`config.mk`:
```
export PLATFORM = sky130hd
export DESIGN_NAME = id_ex_stage
export DESIGN_NICKNAME = d
export VERILOG_FILES = /design/src/rtl/pipe_pkg.sv /design/src/rtl/id_ex_fwd_mux.sv /design/src/rtl/id_ex_stage.sv
export SDC_FILE = /design/constraint.sdc
export NUM_CORES = 1
export LEC_CHECK = 0
export CAP_MARGIN = 30
export CORE_MARGIN = 8
export CORE_UTILIZATION = 38
export CTS_CLUSTER_DIAMETER = 120
export DETAILED_ROUTE_END_ITERATION = 7
export PLACE_DENSITY = 0.87
export SLEW_MARGIN = 20
export SYNTH_ARGS = -nofsm -noshare
export SYNTH_HDL_FRONTEND = slang
export SYNTH_SLANG_ARGS = --single-unit
```
`constraint.sdc`:
```
create_clock -name clk -period 2.8 [get_ports clk]
set_input_delay 0.56 -clock clk [delete_from_list [all_inputs] [get_ports clk]]
set_output_delay 0.56 -clock clk [all_outputs]
set_load 0.01 [all_outputs]
```
`src/rtl/pipe_pkg.sv`:
```
// Shared definitions for the ID/EX pipeline stage.
//   - ALU opcode encodings consumed by the downstream 32-bit ALU
//   - MIPS-style primary opcode and R-type funct constants
//   - Decoded control word type, the bubble control word and a decode helper
//   - Default datapath / register-address widths
package pipe_pkg;

   localparam int DATA_W_DEF = 32;
   localparam int REG_AW_DEF = 5;

   // ALU opcodes
   localparam logic [2:0] ALU_AND = 3'b000;
   localparam logic [2:0] ALU_OR  = 3'b001;
   localparam logic [2:0] ALU_ADD = 3'b010;
   localparam logic [2:0] ALU_LUI = 3'b011;
   localparam logic [2:0] ALU_SUB = 3'b110;
   localparam logic [2:0] ALU_SLT = 3'b111;

   // Primary opcodes
   localparam logic [5:0] OP_RTYPE = 6'b000000;
   localparam logic [5:0] OP_BEQ   = 6'b000100;
   localparam logic [5:0] OP_ADDI  = 6'b001000;
   localparam logic [5:0] OP_SLTI  = 6'b001010;
   localparam logic [5:0] OP_ANDI  = 6'b001100;
   localparam logic [5:0] OP_ORI   = 6'b001101;
   localparam logic [5:0] OP_LUI   = 6'b001111;
   localparam logic [5:0] OP_LW    = 6'b100011;
   localparam logic [5:0] OP_SW    = 6'b101011;

   // R-type funct codes
   localparam logic [5:0] FN_ADD = 6'b100000;
   localparam logic [5:0] FN_SUB = 6'b100010;
   localparam logic [5:0] FN_AND = 6'b100100;
   localparam logic [5:0] FN_OR  = 6'b100101;
   localparam logic [5:0] FN_SLT = 6'b101010;

   typedef struct packed {
      logic [2:0] alu_op;
      logic       reg_write;
      logic       mem_read;
      logic       mem_write;
      logic       branch;
      logic       alu_src;   // reg2 takes the extended immediate
      logic       sext;      // sign- (1) or zero- (0) extend imm16
      logic       dest_rd;   // destination is rd (R-type) rather than rt
      logic       illegal;
   } ctrl_t;

   // A bubble performs a harmless ADD that writes nothing.
   localparam ctrl_t CTRL_BUBBLE = '{ALU_ADD, 1'b0, 1'b0, 1'b0, 1'b0,
                                     1'b0, 1'b0, 1'b0, 1'b0};

   function automatic ctrl_t decode(input logic [5:0] opcode,
                                    input logic [5:0] funct);
      ctrl_t c;
      c = CTRL_BUBBLE;
      case (opcode)
         OP_RTYPE: begin
            c.reg_write = 1'b1;
            c.dest_rd   = 1'b1;
            case (funct)
               FN_ADD:  c.alu_op = ALU_ADD;
               FN_SUB:  c.alu_op = ALU_SUB;
               FN_AND:  c.alu_op = ALU_AND;
               FN_OR:   c.alu_op = ALU_OR;
               FN_SLT:  c.alu_op = ALU_SLT;
               default: begin
                  c         = CTRL_BUBBLE;
                  c.illegal = 1'b1;
               end
            endcase
         end
         OP_ADDI: begin c.alu_op = ALU_ADD; c.reg_write = 1'b1; c.alu_src = 1'b1; c.sext = 1'b1; end
         OP_SLTI: begin c.alu_op = ALU_SLT; c.reg_write = 1'b1; c.alu_src = 1'b1; c.sext = 1'b1; end
         OP_ANDI: begin c.alu_op = ALU_AND; c.reg_write = 1'b1; c.alu_src = 1'b1; end
         OP_ORI:  begin c.alu_op = ALU_OR;  c.reg_write = 1'b1; c.alu_src = 1'b1; end
         // lui: the raw imm16 goes to the ALU, which does the shift itself
         OP_LUI:  begin c.alu_op = ALU_LUI; c.reg_write = 1'b1; c.alu_src = 1'b1; end
         OP_LW: begin
            c.alu_op = ALU_ADD; c.reg_write = 1'b1; c.mem_read = 1'b1;
            c.alu_src = 1'b1; c.sext = 1'b1;
         end
         OP_SW: begin
            c.alu_op = ALU_ADD; c.mem_write = 1'b1; c.alu_src = 1'b1; c.sext = 1'b1;
         end
         OP_BEQ: begin c.alu_op = ALU_SUB; c.branch = 1'b1; c.sext = 1'b1; end
         default: c.illegal = 1'b1;
      endcase
      return c;
   endfunction

endpackage

```
`src/rtl/id_ex_fwd_mux.sv`:
```
// Operand forwarding mux for one source register.
// Config macro: ID_EX_FORWARD_EN -- when defined, EX/MEM and MEM/WB results
// bypass the registered register-file data; when undefined the registered
// data is passed through and the mem_*/wb_* inputs are ignored.
// Ports:
//   src_addr/src_data      registered source register address and RF data
//   mem_reg_write/rd/result  EX/MEM producer
//   wb_reg_write/rd/result   MEM/WB producer
//   fwd_data               resolved operand
module id_ex_fwd_mux
   import pipe_pkg::*;
#(
   parameter int DATA_W = DATA_W_DEF,
   parameter int REG_AW = REG_AW_DEF
) (
   input  logic [REG_AW-1:0] src_addr,
   input  logic [DATA_W-1:0] src_data,
   input  logic              mem_reg_write,
   input  logic [REG_AW-1:0] mem_rd,
   input  logic [DATA_W-1:0] mem_result,
   input  logic              wb_reg_write,
   input  logic [REG_AW-1:0] wb_rd,
   input  logic [DATA_W-1:0] wb_result,
   output logic [DATA_W-1:0] fwd_data
);

`ifdef ID_EX_FORWARD_EN
   always_comb begin
      fwd_data = src_data;
      // r0 is hard-wired zero, so a "write" to it must never be bypassed.
      // MEM is the younger producer and therefore wins over WB.
      if (src_addr != '0) begin
         if (mem_reg_write && (mem_rd == src_addr)) begin
            fwd_data = mem_result;
         end else if (wb_reg_write && (wb_rd == src_addr)) begin
            fwd_data = wb_result;
         end
      end
   end
`else
   assign fwd_data = src_data;

   logic unused_fwd;
   assign unused_fwd = ^{src_addr, mem_reg_write, mem_rd, mem_result,
                         wb_reg_write, wb_rd, wb_result};
`endif

endmodule

```
`src/rtl/id_ex_stage.sv`:
```
// ID/EX pipeline register and ALU operand-select stage.
// Config macro: ID_EX_FORWARD_EN enables EX/MEM and MEM/WB forwarding.
// Ports:
//   clk, rst_n            clock, asynchronous active-low reset
//   id_*                  decoded fields and RF read data from ID
//   stall, flush          hold contents / insert bubble (flush wins)
//   mem_*, wb_*           downstream producers used for forwarding
//   ex_*                  registered controls and resolved ALU operands
module id_ex_stage
   import pipe_pkg::*;
#(
   parameter int DATA_W = DATA_W_DEF,
   parameter int REG_AW = REG_AW_DEF
) (
   input  logic              clk,
   input  logic              rst_n,
   input  logic              id_valid,
   input  logic [5:0]        id_opcode,
   input  logic [5:0]        id_funct,
   input  logic [REG_AW-1:0] id_rs,
   input  logic [REG_AW-1:0] id_rt,
   input  logic [REG_AW-1:0] id_rd,
   input  logic [DATA_W-1:0] id_rs_data,
   input  logic [DATA_W-1:0] id_rt_data,
   input  logic [15:0]       id_imm,
   input  logic              stall,
   input  logic              flush,
   input  logic              mem_reg_write,
   input  logic [REG_AW-1:0] mem_rd,
   input  logic [DATA_W-1:0] mem_result,
   input  logic              wb_reg_write,
   input  logic [REG_AW-1:0] wb_rd,
   input  logic [DATA_W-1:0] wb_result,
   output logic              ex_valid,
   output logic [DATA_W-1:0] ex_reg1,
   output logic [DATA_W-1:0] ex_reg2,
   output logic [2:0]        ex_alu_op,
   output logic [REG_AW-1:0] ex_dest,
   output logic              ex_reg_write,
   output logic              ex_mem_read,
   output logic              ex_mem_write,
   output logic              ex_branch,
   output logic [DATA_W-1:0] ex_store_data,
   output logic              ex_illegal
);

   logic              valid_q,   valid_d;
   ctrl_t             ctrl_q,    ctrl_d;
   logic [REG_AW-1:0] dest_q,    dest_d;
   logic [REG_AW-1:0] rs_q,      rs_d;
   logic [REG_AW-1:0] rt_q,      rt_d;
   logic [DATA_W-1:0] rs_data_q, rs_data_d;
   logic [DATA_W-1:0] rt_data_q, rt_data_d;
   logic [DATA_W-1:0] imm_q,     imm_d;

   ctrl_t             dec_ctrl;
   logic [DATA_W-1:0] dec_imm;

   always_comb begin
      dec_ctrl = decode(id_opcode, id_funct);
      dec_imm  = dec_ctrl.sext ? {{(DATA_W-16){id_imm[15]}}, id_imm}
                               : {{(DATA_W-16){1'b0}}, id_imm};
   end

   always_comb begin
      valid_d   = valid_q;
      ctrl_d    = ctrl_q;
      dest_d    = dest_q;
      rs_d      = rs_q;
      rt_d      = rt_q;
      rs_data_d = rs_data_q;
      rt_data_d = rt_data_q;
      imm_d     = imm_q;
      // An empty ID slot is treated exactly like a flush, but only when the
      // stage is free to advance; a stalled stage keeps its instruction.
      if (flush || (!stall && !id_valid)) begin
         valid_d   = 1'b0;
         ctrl_d    = CTRL_BUBBLE;
         dest_d    = '0;
         rs_d      = '0;
         rt_d      = '0;
         rs_data_d = '0;
         rt_data_d = '0;
         imm_d     = '0;
      end else if (!stall) begin
         valid_d   = 1'b1;
         ctrl_d    = dec_ctrl;
         dest_d    = dec_ctrl.illegal ? '0 : (dec_ctrl.dest_rd ? id_rd : id_rt);
         rs_d      = id_rs;
         rt_d      = id_rt;
         rs_data_d = id_rs_data;
         rt_data_d = id_rt_data;
         imm_d     = dec_imm;
      end
   end

   always_ff @(posedge clk or negedge rst_n) begin
      if (!rst_n) begin
         valid_q   <= 1'b0;
         ctrl_q    <= CTRL_BUBBLE;
         dest_q    <= '0;
         rs_q      <= '0;
         rt_q      <= '0;
         rs_data_q <= '0;
         rt_data_q <= '0;
         imm_q     <= '0;
      end else begin
         valid_q   <= valid_d;
         ctrl_q    <= ctrl_d;
         dest_q    <= dest_d;
         rs_q      <= rs_d;
         rt_q      <= rt_d;
         rs_data_q <= rs_data_d;
         rt_data_q <= rt_data_d;
         imm_q     <= imm_d;
      end
   end

   logic [DATA_W-1:0] rs_fwd;
   logic [DATA_W-1:0] rt_fwd;

   id_ex_fwd_mux #(.DATA_W(DATA_W), .REG_AW(REG_AW)) u_fwd_rs (
      .src_addr      (rs_q),
      .src_data      (rs_data_q),
      .mem_reg_write (mem_reg_write),
      .mem_rd        (mem_rd),
      .mem_result    (mem_result),
      .wb_reg_write  (wb_reg_write),
      .wb_rd         (wb_rd),
      .wb_result     (wb_result),
      .fwd_data      (rs_fwd)
   );

   id_ex_fwd_mux #(.DATA_W(DATA_W), .REG_AW(REG_AW)) u_fwd_rt (
      .src_addr      (rt_q),
      .src_data      (rt_data_q),
      .mem_reg_write (mem_reg_write),
      .mem_rd        (mem_rd),
      .mem_result    (mem_result),
      .wb_reg_write  (wb_reg_write),
      .wb_rd         (wb_rd),
      .wb_result     (wb_result),
      .fwd_data      (rt_fwd)
   );

   assign ex_valid      = valid_q;
   assign ex_alu_op     = ctrl_q.alu_op;
   assign ex_dest       = dest_q;
   assign ex_reg_write  = ctrl_q.reg_write;
   assign ex_mem_read   = ctrl_q.mem_read;
   assign ex_mem_write  = ctrl_q.mem_write;
   assign ex_branch     = ctrl_q.branch;
   assign ex_illegal    = ctrl_q.illegal;
   assign ex_reg1       = rs_fwd;
   assign ex_reg2       = ctrl_q.alu_src ? imm_q : rt_fwd;
   assign ex_store_data = rt_fwd;

   // Extension and destination choice are already folded into imm_q/dest_q.
   logic unused_ctrl;
   assign unused_ctrl = ^{ctrl_q.sext, ctrl_q.dest_rd};

endmodule

```
==> flow_summary.yaml, run 1 <==
clocking:
  post_cts_hold_buffer_count: 0
  cts_root_buffer: "sky130_fd_sc_hd__clkbuf_8"
  inserted_clock_buffers: 9
  cts_tree: "yes"
  cts-root-to-sink-buffers: 2
  postCtsSetupRepairBufs: 0
  cts_resized: 0
  worst_skew_pair.late_latency_ps: 340
  clock-sinks: 96
  worst_setup_hold_path_clk_slew_ps: 100
  clock_tree.htree_level_count: 3
floorplanning:
  core_area_um2: 10700
  ios: 298
  chipWidth_um: 121
  placementRows: 38
  vertical_extent_of_the_die_um: 121
  dieArea_um2: 14500
  effective_utilization_at_floorplan: 0.387
routing:
  detail_route.first_pass.iterations: 4
  wl_per_cell_um: 19.2
  detail_route.drc_violations: 0
  route.vias.total: 3704
  post_detailed_route_via_to_cell_ratio: 5.28
  initialDrtViolationCount: 231
  route.antenna.remaining_nets: 0
  detail_route.wirelength_um: 13500
layout:
  num-fill-cells: 854
  layout.nets: 746
  layout_overhead_on_the_synthesized_area_pct: 59.6
  antenna_cells: 0
  post_route_cells_drive_above_1_share: 0.0890
  flip_flop_and_latch_area_um2: 2400
  multiInputGateArea_um2: 1550
timing:
  whs_ps: 183
  relSlewSlack: 0.606
  final_max_slew_viol_count: 0
  tns_ps: 0
  timing.fmax_mhz: 383
  finalWorstPathRequiredPeriod_ps: 2610
  unrepaired_setup_endpoints_after_global_routing: "false"
  layout_worst_path_cycle_share: 0.931
  hold_violations: 0
  worst_clock_skew_ps: 0
  setup_viol_count_final: 0
  worst-slew-pin-transition_ps: 589
global_route:
  number_of_antenna_violations_at_the_first_check_in_global_routing: 0
  grt_pass1_wl_um: 20900
  grt.total_usage: 0.181
  grt_overflow_total: 0
  first_global_vias: 3857
  grt_start_max_net_pins: 82
setup_path:
  worstPathBufferInverterCount: 1
  critPathMaxFanout: 16
  critical_path.max_stage_delay_ps: 600
  start_kind: "flip-flop"
  worst_ep_required_time_ps: 2240
  crit_chain: "nand2_1, o21ai_0, clkdlybuf4s50_1"
  crit_slowest_cell: "sky130_fd_sc_hd__clkdlybuf4s50_1"
  endpoint_kind: "output port"
  critPathArrivalTime_ps: 2050
  timing.critical_path.max_delay_family: "buffers and inverters"
  path_class: "reg2out"
power_and_ir_drop:
  power_density_nw_per_um2: 430
  power.leakage_nw: 2.84
  irDropWorstVdd_uv: 326
  total_power_mw: 2.85
synthesis:
  synthesis.nets: 543
  synthDominantCellAreaShare: 0.572
  netlist_top_cells_area: "sky130_fd_sc_hd__dfrtp_1, sky130_fd_sc_hd__a22o_1, sky130_fd_sc_hd__mux2_2"
  synth_seq_area_share: 0.579
  synth_edf_count: 0
  synth_flop_cell: "sky130_fd_sc_hd__dfrtp_1"
  count_of_mapped_cells_out_of_synthesis: 355
  postSynthAreaPerCell_um2: 11.7
  post-synth-top-area-cell: "sky130_fd_sc_hd__dfrtp_1"
  netlist_area_um2: 4150
  netlist_cell_types: 42
  yosys_register_bits: 96
  synth-warning-count: 0
  postSynth.asyncResetShare: 1.00
placed_design:
  portBuffers: 216
  dp.final_hpwl_um: 10200
  routabilityCongestion: 0.908
worst_hold_path:
  worstHoldPathType: "in2async"
run_status:
  outcome: "finished, final reports clean"
job:
  max_cap_viol_count: 0
logic make-up after synthesis:
family,synth area share
xor+xnor,0.00211
mux,0.0506
compound gates,0.230
flops,0.579
buf+inv,0.0518
simple gates,0.0870
cells in the final DEF (no fill, tap or decap), types with 3 or more instances in the layout:
cell,netlist,layout
sky130_fd_sc_hd__a21oi_1,4,4
sky130_fd_sc_hd__a221o_1,6,6
sky130_fd_sc_hd__a22o_1,67,67
sky130_fd_sc_hd__and2_1,5,5
sky130_fd_sc_hd__buf_12,0,3
sky130_fd_sc_hd__buf_4,3,4
sky130_fd_sc_hd__clkbuf_8,0,10
sky130_fd_sc_hd__clkdlybuf4s50_1,0,215
sky130_fd_sc_hd__dfrtp_1,95,95
sky130_fd_sc_hd__inv_1,17,17
sky130_fd_sc_hd__mux2_2,16,16
sky130_fd_sc_hd__mux2i_1,3,3
sky130_fd_sc_hd__nand2_1,30,30
sky130_fd_sc_hd__nor2_1,5,5
sky130_fd_sc_hd__nor2b_1,5,4
sky130_fd_sc_hd__o21ai_0,35,35
sky130_fd_sc_hd__o21ai_1,5,5
synth_stat cells (3+ instances only):
master and instances:
sky130_fd_sc_hd__nand2_1 30, sky130_fd_sc_hd__nor3b_1 3, sky130_fd_sc_hd__mux2_2 16, sky130_fd_sc_hd__clkbuf_1 11
sky130_fd_sc_hd__buf_4 3, sky130_fd_sc_hd__and2_1 5, sky130_fd_sc_hd__nor2b_1 5, sky130_fd_sc_hd__dfrtp_1 95
sky130_fd_sc_hd__a21oi_1 4, sky130_fd_sc_hd__inv_1 17, sky130_fd_sc_hd__mux2i_1 3, sky130_fd_sc_hd__a22o_1 67
sky130_fd_sc_hd__o21ai_0 35, sky130_fd_sc_hd__o21ai_1 5, sky130_fd_sc_hd__nor2_1 5, sky130_fd_sc_hd__buf_2 13
sky130_fd_sc_hd__a221o_1 6
per-layer routing:
metal | track usage | wire length, um | up-vias
met3 | 0.0681 | 1350 | 12
met4 | 0.0585 | 142 | 0
met2 | 0.308 | 6710 | 176
li1 | - | - | 1690
met5 | 0 | 0 | -
met1 | 0.206 | 5290 | 1826
per-stage QoR:
stage | util | worst slack [ps] | std cells | area [um^2]
after global placement | 0.599 | 393 | 687 | 6440
after detailed placement | 0.599 | 324 | 687 | 6440
after CTS | 0.617 | 122 | 702 | 6630
final | 0.617 | 192 | 702 | 6630
after floorplan | - | 1060 | 355 | 4150
after global routing | 0.617 | 61.0 | 702 | 6630
final cells by class:
type                       instances  share of cell area
tap                              140              0.0264
clock buffer                      10              0.0208
inverter                          18              0.0102
timing repair buffer             222               0.338
multi-input combinational        211               0.233
sequential                        96               0.363
clock inverter                     5             0.00849
sequential cells by signal, summed over array words and instances (netlist names):
name	cells
rs_data_q	32
rt_data_q	32
imm_q	17
ex_dest	5
ex_alu_op	3
ctrl_q	1
ex_branch	1
ex_illegal	1
ex_mem_read	1
ex_mem_write	1
ex_reg_write	1
ex_valid	1
path summary, 6_finish.rpt:
check,start,to,slack [ps],cells past startpoint
max in group asynchronous,rst_n,imm_q[0],1910,2
min in group clk,ex_mem_write,ex_mem_write,490,2
min,rst_n,rt_data_q[6],180,1
max,ctrl_q[3],ex_reg2[16],190,3
max reg2reg,ex_dest[0],ex_dest[0],1890,2
min reg2reg,ex_mem_write,ex_mem_write,490,2
power breakdown:
| part | internal, mW | switching (mW) |
|---|---|---|
| clock network | 0.433 | 0.472 |
| logic | 0.287 | 0.200 |
| registers | 1.43 | 0.0288 |
| total | 2.15 | 0.701 |
No activity file was read; power rests on OpenSTA's default activity.
==> run 2: changes to the inputs <==
SKIP_LAST_GASP = 1   (was default)
==> results of run 2 <==
The final DEF is identical to that of run 1; final timing and power are the same.
